<file path="src/rtl/wb_stage.sv">
// Write-back stage: registers the completed MEM-stage uop, aligns and extends load data,
// and drives the GPR/CSR write ports plus the retired-instruction counter.
module wb_stage #(
    parameter int DATA_WIDTH     = 32,
    parameter int CSR_ADDR_WIDTH = 12
) (
    input  logic                      clk_i,
    input  logic                      rstn_i,
    input  logic                      mem_valid_i,
    input  logic [DATA_WIDTH-1:0]     exe_out_i,
    input  logic [DATA_WIDTH-1:0]     op3_i,
    input  logic [4:0]                rd_i,
    input  logic [CSR_ADDR_WIDTH-1:0] csr_waddr_i,
    input  logic [1:0]                gpr_ctrl_i,
    input  logic                      csr_ctrl_i,
    input  logic [3:0]                mem_ctrl_i,
    input  logic [DATA_WIDTH-1:0]     d_m_rdata_i,
    output logic                      gpr_wren_o,
    output logic [4:0]                gpr_waddr_o,
    output logic [DATA_WIDTH-1:0]     gpr_wdata_o,
    output logic                      csr_wren_o,
    output logic [CSR_ADDR_WIDTH-1:0] csr_waddr_o,
    output logic [DATA_WIDTH-1:0]     csr_wdata_o,
    output logic [4:0]                wb2ctrl_rd_o,
    output logic [63:0]               instret_o
);

    localparam int OFF_W = $clog2(DATA_WIDTH / 8);

    localparam logic [1:0] GPR_IDLE = 2'b00;
    localparam logic [1:0] GPR_EXE  = 2'b01;
    localparam logic [1:0] GPR_MEM  = 2'b10;
    localparam logic [1:0] GPR_OP3  = 2'b11;

    logic                      valid_q;
    logic [DATA_WIDTH-1:0]     exe_out_q;
    logic [DATA_WIDTH-1:0]     op3_q;
    logic [4:0]                rd_q;
    logic [CSR_ADDR_WIDTH-1:0] csr_waddr_q;
    logic [1:0]                gpr_ctrl_q;
    logic                      csr_ctrl_q;
    logic [3:0]                mem_ctrl_q;
    logic [DATA_WIDTH-1:0]     rdata_q;
    logic [63:0]               instret_q;

    // Shift the read word down by the byte offset, then truncate and extend.
    // Misaligned offsets simply yield the shifted bytes; no fault is raised here.
    function automatic logic [DATA_WIDTH-1:0] load_align(
        input logic [DATA_WIDTH-1:0] data,
        input logic [OFF_W-1:0]      offset,
        input logic [3:0]            ctrl
    );
        logic [DATA_WIDTH-1:0] shifted;
        logic                  is_unsigned;
        shifted     = data >> {offset, 3'b000};
        is_unsigned = ctrl[2];
        case (ctrl[1:0])
            2'b00:   load_align = is_unsigned ? DATA_WIDTH'(shifted[7:0])
                                              : DATA_WIDTH'($signed(shifted[7:0]));
            2'b01:   load_align = is_unsigned ? DATA_WIDTH'(shifted[15:0])
                                              : DATA_WIDTH'($signed(shifted[15:0]));
            2'b10:   load_align = is_unsigned ? DATA_WIDTH'(shifted[31:0])
                                              : DATA_WIDTH'($signed(shifted[31:0]));
            // dword is the full register; on a 32-bit core this is identical to word
            default: load_align = shifted;
        endcase
    endfunction

    always_ff @(posedge clk_i or negedge rstn_i) begin
        if (!rstn_i) begin
            valid_q     <= 1'b0;
            exe_out_q   <= '0;
            op3_q       <= '0;
            rd_q        <= '0;
            csr_waddr_q <= '0;
            gpr_ctrl_q  <= GPR_IDLE;
            csr_ctrl_q  <= 1'b0;
            mem_ctrl_q  <= '0;
            rdata_q     <= '0;
            instret_q   <= '0;
        end else begin
            if (valid_q) begin
                instret_q <= instret_q + 64'd1;
            end
            if (mem_valid_i) begin
                valid_q     <= 1'b1;
                exe_out_q   <= exe_out_i;
                op3_q       <= op3_i;
                rd_q        <= rd_i;
                csr_waddr_q <= csr_waddr_i;
                gpr_ctrl_q  <= gpr_ctrl_i;
                csr_ctrl_q  <= csr_ctrl_i;
                mem_ctrl_q  <= mem_ctrl_i;
                rdata_q     <= d_m_rdata_i;
            end else begin
                // Bubble: only the control fields are cleared, data holds.
                valid_q    <= 1'b0;
                gpr_ctrl_q <= GPR_IDLE;
                csr_ctrl_q <= 1'b0;
                rd_q       <= '0;
            end
        end
    end

    always_comb begin
        gpr_wdata_o = '0;
        case (gpr_ctrl_q)
            GPR_EXE: gpr_wdata_o = exe_out_q;
            GPR_MEM: gpr_wdata_o = load_align(rdata_q, exe_out_q[OFF_W-1:0], mem_ctrl_q);
            GPR_OP3: gpr_wdata_o = op3_q;
            default: gpr_wdata_o = '0;
        endcase
    end

    assign gpr_wren_o   = valid_q && (gpr_ctrl_q != GPR_IDLE) && (rd_q != 5'd0);
    assign gpr_waddr_o  = rd_q;
    assign csr_wren_o   = valid_q && csr_ctrl_q;
    assign csr_waddr_o  = csr_waddr_q;
    assign csr_wdata_o  = exe_out_q;
    assign wb2ctrl_rd_o = rd_q;
    assign instret_o    = instret_q;

endmodule

</file>
<file path="config.mk">
export PLATFORM = sky130hd
export DESIGN_NAME = wb_stage
export DESIGN_NICKNAME = d
export VERILOG_FILES = /design/src/rtl/wb_stage.sv
export SDC_FILE = /design/constraint.sdc
export NUM_CORES = 1
export LEC_CHECK = 0
export CAP_MARGIN = 0
export CORE_ASPECT_RATIO = 0.5
export CORE_MARGIN = 3
export CORE_UTILIZATION = 35
export CTS_CLUSTER_SIZE = 12
export DETAILED_ROUTE_END_ITERATION = 12
export PLACE_DENSITY = 0.7
export SLEW_MARGIN = 20
export SYNTH_ARGS = -nofsm -noshare
export SYNTH_HDL_FRONTEND = slang
export SYNTH_SLANG_ARGS = --single-unit
</file>
<file path="constraint.sdc">
create_clock -name clk_i -period 3 [get_ports clk_i]
set_clock_uncertainty 0.15 [all_clocks]
set_input_delay 0.75 -clock clk_i [delete_from_list [all_inputs] [get_ports clk_i]]
set_output_delay 0.75 -clock clk_i [all_outputs]
set_load 0.01 [all_outputs]
</file>
======== Word-level counts from Yosys, hierarchy flattened ========
Index checks and enable logic that the tools add are counted.
storage, ports and cells
  word-level logic and storage cells ...... 30
  register bits ........................... 184
  output and inout port bits .............. 152
  input bits .............................. 123
cells by class
  add/subtract/negate cells ............... 1
  shift-type cells ........................ 1
  reductions and logical operators ........ 6
  equal/unequal tests ..................... 4
  muxes and demuxes ....................... 8
operator list
  cell                                            count
  case mux 32 bit (3 select lines)                1
  adder 64 x 1 -> 64 bit (second input constant)  1
  two-way mux 32 bit                              2
  case mux 32 bit (2 select lines)                1
  right shift 32 x 5 -> 32 bit                    1
  two-way mux 5 bit                               1
  nonzero test 5 bit                              1
  == test 2 x 1 -> 1 bit (second input constant)  2
  == test 2 bit (second input constant)           2
  logical AND 1 bit                               3
  zero test 2 bit                                 1
  two-way mux 1 bit                               2
  two-way mux 2 bit                               1
  nonzero test 2 bit                              1

======== Logic depth before layout (Yosys ltp) ========
Gate-level depths: netlist (run 1).
  word-level depth ........................ 4
  depth in mapped cells ................... 8
  gate-level depth less buffers ........... 6

======== Worst setup path after synthesis (run 1) ========
No wires, ideal clock.
  path type ............................... flip-flop to output port
  start ................................... register exe_out_q[1], in the netlist csr_wdata_o[1]
  end ..................................... output gpr_wdata_o[16]
  cell stages (with the launch flop) ...... 7
  data required time ...................... 2100 ps
  path buffers ............................ 2
  slack ................................... 260 ps
  arrival time ............................ 1840 ps
  cell sequence ........................... dfrtp_1 -> buf_4 -> mux4_2 -> nand2b_1 -> a2111oi_4 -> buf_4 -> a221o_1
on the way
  longest elaborated chain between the ends .. 4
  elaborated cells on any way between the ends .. 5
  those cells by class .................... 1 x shift; 4 x mux
ends and longest elaborated chain
  element                                       RTL line  RTL
  start: declaration                            36        logic [DATA_WIDTH-1:0] exe_out_q;
  start signal: assignment                      87        exe_out_q <= exe_out_i;
  right shift 32 x 5 -> 32 bit *                55        shifted = data >> {offset, 3'b000};
  two-way mux 32 bit, on equally long branches  60, 58
  case mux 32 bit (2 select lines) *            57        case (ctrl[1:0])
  case mux 32 bit (3 select lines) *            107       case (gpr_ctrl_q)
  end: declaration                              20        output logic [DATA_WIDTH-1:0] gpr_wdata_o,
Mark *: on every way between the ends. The rest lies on a longest branch, timed or not.

======== Final worst setup path (run 1) ========
  start ................................... register exe_out_q[1], in the netlist csr_wdata_o[1]
  end ..................................... output gpr_wdata_o[25]
The elaborated chain is that of the path after synthesis.

==> results.ini, run 1 <==
[floorplanning]
core-area_sq_um = 24220
core.rowCount = 40
die_width_um = 229.0
initial_utilization_pct = 35.94
dieHeight_um = 117.5
die-area_sq_um = 26920
number_of_i_o_pins = 275

[worst_setup_path]
reg2regPathDepth = 5
critPathRequiredTime_ns = 2.10
worstPathArrival_ns = 2.33
crit_path_start_kind = flop
critical_path.reg2reg.endpoint = instret_o[56]
cp_max_fo = 7
reg2reg_slack_ns = 0.58
endpoint_kind = output pin
crit_type = flop to output pin
timing.rr.start = instret_o[13]

[yosys]
async_reset_ff_share_pct = 100.0
netlist.top_cell.by_area = sky130_fd_sc_hd__dfrtp_1
most_frequently_used_cell_type_in_the_post_synthesis_netlist = sky130_fd_sc_hd__dfrtp_1
synthesis.nets = 841
synth_edf_count = 0
yosysWarningCount = 0
synthCells = 717
post_synthesis_register_bit_count = 184
top_post_synthesis_cells_by_area = sky130_fd_sc_hd__dfrtp_1 (53%), sky130_fd_sc_hd__mux2_2 (17%), sky130_fd_sc_hd__xor2_1 (3.3%)
synth_area_per_cell_sq_um = 12.14
syn-cell-area_sq_um = 8706
synth_ff_type = sky130_fd_sc_hd__dfrtp_1
synthDominantCellAreaShare_pct = 52.89
synth.cells.most_frequent = sky130_fd_sc_hd__dfrtp_1 (184), sky130_fd_sc_hd__mux2_2 (135), sky130_fd_sc_hd__nand2_1 (39), sky130_fd_sc_hd__nor2_1 (34), sky130_fd_sc_hd__xor2_1 (33)
yosysSeqAreaShare_pct = 52.89
ys_types = 41

[sta]
finalMaxSlewViolations = 0
worst_relative_slew_slack_pct = 50.68
final-setup-viol-count = 27
fin_crit_ns = 3.232
grt_setup_unrepaired = true
timing_hold_violations_final = 0
min_period_over_period_pct = 107.7
totalNegativeSetupSlack_ns = -4.157
fmaxAchievable_ghz = 0.3094
final_critical_path_setup_slack_ns = -0.2320
worst_pin_slew_ns = 0.7331

[clock_network]
cts_hold_buffers = 0
clock_sinks = 184
clk_root_buffer_cell = sky130_fd_sc_hd__clkbuf_16
clock_tree.buffer_depth = 2
tritoncts = built
worst_setup_hold_path_clk_slew_ns = 0.07
cts_max_level = 4
cts_made_buffers = 17
worstSkewPairLatency_ns = 0.44

[global_routing]
grt.total_usage_pct = 19.20
grt_remaining_overflow = 0
grt_pass1_vias = 7138
grt_max_degree = 70
antenna_found_initial = 1
highest_utilization_routing_layer_at_the_global_route_stage = met2
met3_usage_pct = 4.159
global_route.usage.met1_pct = 22.85
global_route.usage.met2_pct = 33.84
grt_first_pass_wirelength_mm = 40.53

[power_and_ir_drop]
power.density_cell_area_nw_per_um2 = 507.7
static_leakage_nw = 5.501
ir_worst_vdd_v = 0.0004109

[drt]
post_drt_via_cell_ratio = 4.942
route.vias.total = 6771
postRouteAntennaNets = 0
firstDrtPassIters = 4
drt-wirelength-per-cell_um = 18.64
total_drc_errors_in_the_routed_layout = 0
postRouteWirelength_mm = 25.54
initialDrtViolationCount = 378

[layout]
synthToLayoutAreaGrowth_pct = 47.50
final_nets = 1144
layout.cell_area.non_filler_sq_um = 12840
post_route_cells_drive_above_1_share_pct = 27.98
fin_util_pct = 53.01
final_cells = 1370

[placement]
preCtsSetupSlack_ns = -0.05867
placed_cells_incl_taps = 1318
place.port_buffers = 273
gp_congestion = 0.8130
dpl_cell_area_sq_um = 12000
place.detailed.hpwl_mm = 18.72

[status]
violated_checks = negative setup slack
status = complete, but fails checks

[flow_run]
timing.max_cap.violations = 0

[worst_hold_path]
min-delay-path-class = input port to asynchronous set/reset pin

## layout by cell type (no fill, tap or decap), drive strengths merged, types with 2 or more instances in the layout
cell type	n
dfrtp	184
xor2	33
clkdlybuf4s50	239
and4	2
nand3	16
nor4	15
nor2	34
nor3	18
buf	81
clkbuf	31
or2	3
clkinvlp	2
and2	12
a21oi	23
nor3b	2
a221o	15
o21ai	24
mux2i	17
nand4	26
mux2	135
inv	18
nand2b	2
nor2b	4
and3	12
nand2	39
a22o	6
xnor2	30
## worst max-delay path: stages (launching register included)
cell,delay (ns)
sky130_fd_sc_hd__dfrtp_1,0.42
sky130_fd_sc_hd__mux4_2,0.41
sky130_fd_sc_hd__nand2b_4,0.07
sky130_fd_sc_hd__a2111oi_4,0.43
sky130_fd_sc_hd__buf_4,0.19
sky130_fd_sc_hd__buf_8,0.11
sky130_fd_sc_hd__a221o_1,0.12
sky130_fd_sc_hd__buf_2,0.14
## area by class of cell
cell class	count	area [sq um]
tap	336	420.4
clock buffer	28	546.8
fill	2134	11380
multi-input combinational	477	4014
timing repair buffer	323	3134
clock inverter	4	53.80
sequential	184	4606
antenna	1	2.502
inverter	17	63.81
## per-layer routing
layer | routed length [um] | share of wire [%] | vias to the layer above
li1 | - | - | 3175
met1 | 10380 | 41 | 3420
met2 | 13410 | 53 | 131
met3 | 998 | 3.9 | 45
met4 | 749 | 2.9 | 0
met5 | 0 | 0 | -
## sequential cells by signal, summed over array words and instances (netlist names)
register,cells
csr_ctrl_q,1
csr_waddr_o,12
csr_wdata_o,32
gpr_ctrl_q,2
gpr_waddr_o,5
instret_o,64
mem_ctrl_q,3
op3_q,32
rdata_q,32
valid_q,1
## timing repair
item                                    in CTS  in global routing
resized for setup                          195                 11
setup buffers                               14                  7
gates cloned                                 1                  0
pin swaps                                   15                  9
endpoints found under the hold margin        0                  0
endpoints found under the setup margin      32                 32
## kinds of logic after synthesis
kind of cell,synth area share [%]
and+or+nand+nor,12.47
DFF,52.89
muxes,19.68
AOI/OAI and AO/OA,5.691
xor gates and xnor gates,6.338
buffers and inverters,2.788
adders and majority gates,0.1437
## per-stage QoR
| step | hold WS, ns | total power [mW] |
|---|---|---|
| after detailed placement | 0.3118 | 4.196 |
| after CTS | 0.1658 | 6.570 |
| after floorplan | 0.3044 | 3.433 |
| after global placement | 0.3082 | 4.171 |
| after global routing | 0.1883 | 6.803 |
| final | 0.1572 | 6.520 |
## worst max-delay path by stage
stage / start / end / cells past startpoint
floorplan: csr_wdata_o[1] / gpr_wdata_o[16] / 6
global placement: csr_wdata_o[1] / gpr_wdata_o[21] / 6
detailed placement: csr_wdata_o[1] / gpr_wdata_o[20] / 6
CTS: csr_wdata_o[1] / gpr_wdata_o[24] / 7
global route: csr_wdata_o[1] / gpr_wdata_o[25] / 7
finish: csr_wdata_o[1] / gpr_wdata_o[25] / 7
## report_power, final
| group | switching [mW] | leakage, nW | total, mW | internal (mW) |
|---|---|---|---|---|
| clock network | 0.972 | 0.290 | 2.30 | 1.33 |
| logic | 0.567 | 2.92 | 1.35 | 0.781 |
| registers | 0.189 | 2.29 | 2.87 | 2.68 |
| total | 1.73 | 5.50 | 6.52 | 4.79 |
Power figures use the tool's default switching activity.
==> run 2: changes to the inputs <==
--- a/config.mk
+++ b/config.mk
@@ -6,12 +6,15 @@
 export NUM_CORES = 1
 export LEC_CHECK = 0
 export CAP_MARGIN = 0
+export CELL_PAD_IN_SITES_DETAIL_PLACEMENT = 0
+export CELL_PAD_IN_SITES_GLOBAL_PLACEMENT = 1
 export CORE_ASPECT_RATIO = 0.5
 export CORE_MARGIN = 3
 export CORE_UTILIZATION = 35
+export CTS_BUF_LIST = sky130_fd_sc_hd__clkbuf_2
 export CTS_CLUSTER_SIZE = 12
 export DETAILED_ROUTE_END_ITERATION = 12
-export PLACE_DENSITY = 0.7
+export PLACE_DENSITY = 0.85
 export SLEW_MARGIN = 20
 export SYNTH_ARGS = -nofsm -noshare
 export SYNTH_HDL_FRONTEND = slang
==> constraint.sdc (replaced) <==
create_clock -name clk_i -period 3.5 [get_ports clk_i]
set_clock_uncertainty 0.15 [all_clocks]
set_input_delay 0.875 -clock clk_i [delete_from_list [all_inputs] [get_ports clk_i]]
set_output_delay 0.875 -clock clk_i [all_outputs]
set_load 0.01 [all_outputs]
==> run 2 against run 1 <==
Against the previous run:
- cell area shrank 4.1%
- core utilization shrank 2.2 points
- clock power shrank 51%
- sequential power shrank 14%
- highest routed layer unchanged
- worst setup slack gained 0.032 ns
- cell count shrank 1.2%
- the flow still finishes with violations (negative setup slack)
- first-iteration DRC count shrank 4.8%
- hold slack gained 0.17 ns
- non-clock buffer count shrank 14
==> results.ini, run 2 (synthesis results as in run 1) <==
[status]
status = complete, but fails checks  ; unchanged
violated_checks = negative setup slack  ; unchanged

[placement]
dpl_cell_area_sq_um = 11860  ; was 12000 sq um
place.port_buffers = 273  ; unchanged
place.detailed.hpwl_mm = 18.61  ; was 18.72 mm
placed_cells_incl_taps = 1303  ; was 1318
preCtsSetupSlack_ns = 0.2998  ; was -0.05867 ns
gp_congestion = 0.8180  ; was 0.8130

[power_and_ir_drop]
power_frac_seq_pct = 52.4  ; was 44.1%
p_switching_mw = 1.369  ; was 1.728 mW
power.density_cell_area_nw_per_um2 = 381.6  ; was 507.7 nW/um^2
ir_worst_vdd_v = 0.0002770  ; was 0.0004109 V
power.share.switching_pct = 29.12  ; was 26.51%
power.total_mw = 4.701  ; was 6.520 mW
share_of_power_burned_in_combinational_logic_pct = 23.8  ; was 20.7%
clock_power_share_pct = 23.8  ; was 35.3%
static_leakage_nw = 5.256  ; was 5.501 nW
internal_power_mw = 3.332  ; was 4.791 mW

[worst_hold_path]
holdPathStages = 1
hold_path.startpoint = mem_valid_i
hold_path_end = valid_q
min-delay-path-class = input port to flop  ; was input port to asynchronous set/reset pin

[sta]
finalMaxSlewViolations = 0  ; unchanged
fmaxAchievable_ghz = 0.2703
worst_hold_slack_ns = 0.3307  ; was 0.1572 ns
totalNegativeSetupSlack_ns = -2.383  ; was -4.157 ns
fin_crit_ns = 3.700
min_period_over_period_pct = 105.7
timing_hold_violations_final = 0  ; unchanged
worst_relative_slew_slack_pct = 49.94  ; was 50.68%
grt_setup_unrepaired = true  ; unchanged
final_critical_path_setup_slack_ns = -0.2000  ; was -0.2320 ns
final-setup-viol-count = 23  ; was 27
worst_pin_slew_ns = 0.7509  ; was 0.7331 ns

[drt]
firstDrtPassIters = 4  ; unchanged
postRouteAntennaNets = 0  ; unchanged
initialDrtViolationCount = 360  ; was 378
postRouteWirelength_mm = 24.96  ; was 25.54 mm
route.vias.total = 6597  ; was 6771
post_drt_via_cell_ratio = 4.876  ; was 4.942
total_drc_errors_in_the_routed_layout = 0  ; unchanged
drt-wirelength-per-cell_um = 18.45  ; was 18.64 um

[worst_setup_path]
critPathRequiredTime_ns = 2.47  ; was 2.10 ns
critical_path.reg2reg.endpoint = instret_o[52]  ; was instret_o[56]
cp_max_fo = 10  ; was 7
endpoint_kind = output pin  ; unchanged
crit_type = flop to output pin  ; unchanged
crit_path_start_kind = flop  ; unchanged
reg2reg_slack_ns = 1.09  ; was 0.58 ns
worstPathArrival_ns = 2.67  ; was 2.33 ns
timing.rr.start = instret_o[13]  ; unchanged
reg2regPathDepth = 5  ; unchanged

[layout]
synthToLayoutAreaGrowth_pct = 41.51  ; was 47.50%
layout.cell_area.non_filler_sq_um = 12320  ; was 12840 sq um
fin_util_pct = 50.86  ; was 53.01%
post_route_cells_drive_above_1_share_pct = 26.77  ; was 27.98%
largest_register_ff_count = 64  ; unchanged
final_cells = 1353  ; was 1370
layout_filler_cell_count = 2155  ; was 2134
final_nets = 1130  ; was 1144
layout_common_cells = sky130_fd_sc_hd__clkdlybuf4s50_1 (239), sky130_fd_sc_hd__dfrtp_1 (183), sky130_fd_sc_hd__mux2_2 (130)  ; was sky130_fd_sc_hd__clkdlybuf4s50_1 (239), sky130_fd_sc_hd__dfrtp_1 (183), sky130_fd_sc_hd__mux2_2 (129)
layout_commonest_cell = sky130_fd_sc_hd__clkdlybuf4s50_1  ; unchanged

[clock_network]
worst_setup_hold_path_clk_slew_ns = 0.23  ; was 0.07 ns
clock_tree.buffer_depth = 2  ; unchanged
clk_root_buffer_cell = sky130_fd_sc_hd__clkbuf_2  ; was sky130_fd_sc_hd__clkbuf_16
cts_max_level = 4  ; unchanged
cts_made_buffers = 17  ; unchanged
worstSkewPairLatency_ns = 0.78  ; was 0.44 ns
clock_sinks = 184  ; unchanged
tritoncts = built  ; unchanged

[global_routing]
grt_max_degree = 90  ; was 70
grt_first_pass_wirelength_mm = 39.56  ; was 40.53 mm
antenna_found_initial = 1  ; unchanged
grt.total_usage_pct = 18.60  ; was 19.20%
grt_remaining_overflow = 0  ; unchanged
grt_pass1_vias = 6962  ; was 7138

[floorplanning]
core.rowCount = 40  ; unchanged
number_of_i_o_pins = 275  ; unchanged
die_width_um = 229.0  ; unchanged
dieHeight_um = 117.5  ; unchanged
core-area_sq_um = 24220  ; unchanged
initial_utilization_pct = 35.94  ; unchanged
die-area_sq_um = 26920  ; unchanged

[flow_run]
timing.max_cap.violations = 0  ; unchanged

[run 2: cell types whose count changed in the layout (fill, tap and decap cells not counted), moves of 2 or more]
cell,previous run,this run
sky130_fd_sc_hd__clkbuf_2,1,21
sky130_fd_sc_hd__buf_8,1,4
sky130_fd_sc_hd__buf_2,26,22
sky130_fd_sc_hd__clkinv_2,0,2
sky130_fd_sc_hd__clkbuf_8,9,1
sky130_fd_sc_hd__bufinv_16,1,3
sky130_fd_sc_hd__o21ai_1,13,16
sky130_fd_sc_hd__clkbuf_1,3,0
sky130_fd_sc_hd__buf_4,31,23
sky130_fd_sc_hd__clkinv_1,0,2
sky130_fd_sc_hd__clkbuf_16,18,0
sky130_fd_sc_hd__buf_6,16,11
sky130_fd_sc_hd__o21ai_0,8,4
[run 2: cell type report]
type                    instances  area (sq um)  area share (%)
clock buffers                  19         95.09          0.7719
inverters                      17         63.81          0.5180
flip-flops and latches        184          4606           37.39
multi-input cells             477          3988           32.37
clock inverters                10         131.4           1.066
repair buffers                309          3013           24.46
diodes                          1         2.502         0.02031
well taps                     336         420.4           3.413
[run 2: layer usage]
layer / vias to the layer above / share of wire, % / global-route usage [%]
li1: 3140 / - / -
met5: - / 0 / 0
met4: 0 / 1.9 / 5.751
met3: 26 / 3.2 / 3.917
met2: 97 / 53 / 33.00
met1: 3334 / 42 / 22.78
[run 2: critical path: stages, from the launching register on]
cell and delay (ns):
sky130_fd_sc_hd__dfrtp_1 0.46, sky130_fd_sc_hd__mux4_2 0.58, sky130_fd_sc_hd__nand2b_4 0.10, sky130_fd_sc_hd__a2111oi_4 0.07, sky130_fd_sc_hd__buf_12 0.15, sky130_fd_sc_hd__buf_8 0.12
sky130_fd_sc_hd__a221o_1 0.25, sky130_fd_sc_hd__buf_4 0.15
[run 2: worst max path at each step]
stage	startpoint	end	slack (ns)	depth (start not counted)
finish	csr_wdata_o[1]	gpr_wdata_o[20]	-0.20	7
global route	csr_wdata_o[0]	gpr_wdata_o[16]	-0.39	9
CTS	csr_wdata_o[0]	gpr_wdata_o[8]	-0.39	8
detailed placement	csr_wdata_o[0]	gpr_wdata_o[5]	0.30	6
global placement	csr_wdata_o[0]	gpr_wdata_o[21]	0.34	7
floorplan	csr_wdata_o[1]	gpr_wdata_o[16]	0.63	6
[run 2: timing repair]
| item | in CTS | in global routing |
|---|---|---|
| hold endpoints to repair | 87 | 0 |
| setup endpoints to repair | 33 | 33 |
| resized for setup | 166 | 46 |
| setup buffers | 16 | 3 |
| hold buffers | 1 | 0 |
| pin swaps | 4 | 5 |
[run 2: power groups by stage]
stage / sequential (mW) / clock [mW] / combinational (mW)
final: 2.46 / 1.12 / 1.12
after global routing: 2.49 / 1.24 / 1.20
after CTS: 2.46 / 1.16 / 1.11
after detailed placement: 2.50 / 0 / 1.06
after global placement: 2.49 / 0 / 1.04
after floorplan: 2.50 / 0 / 0.445
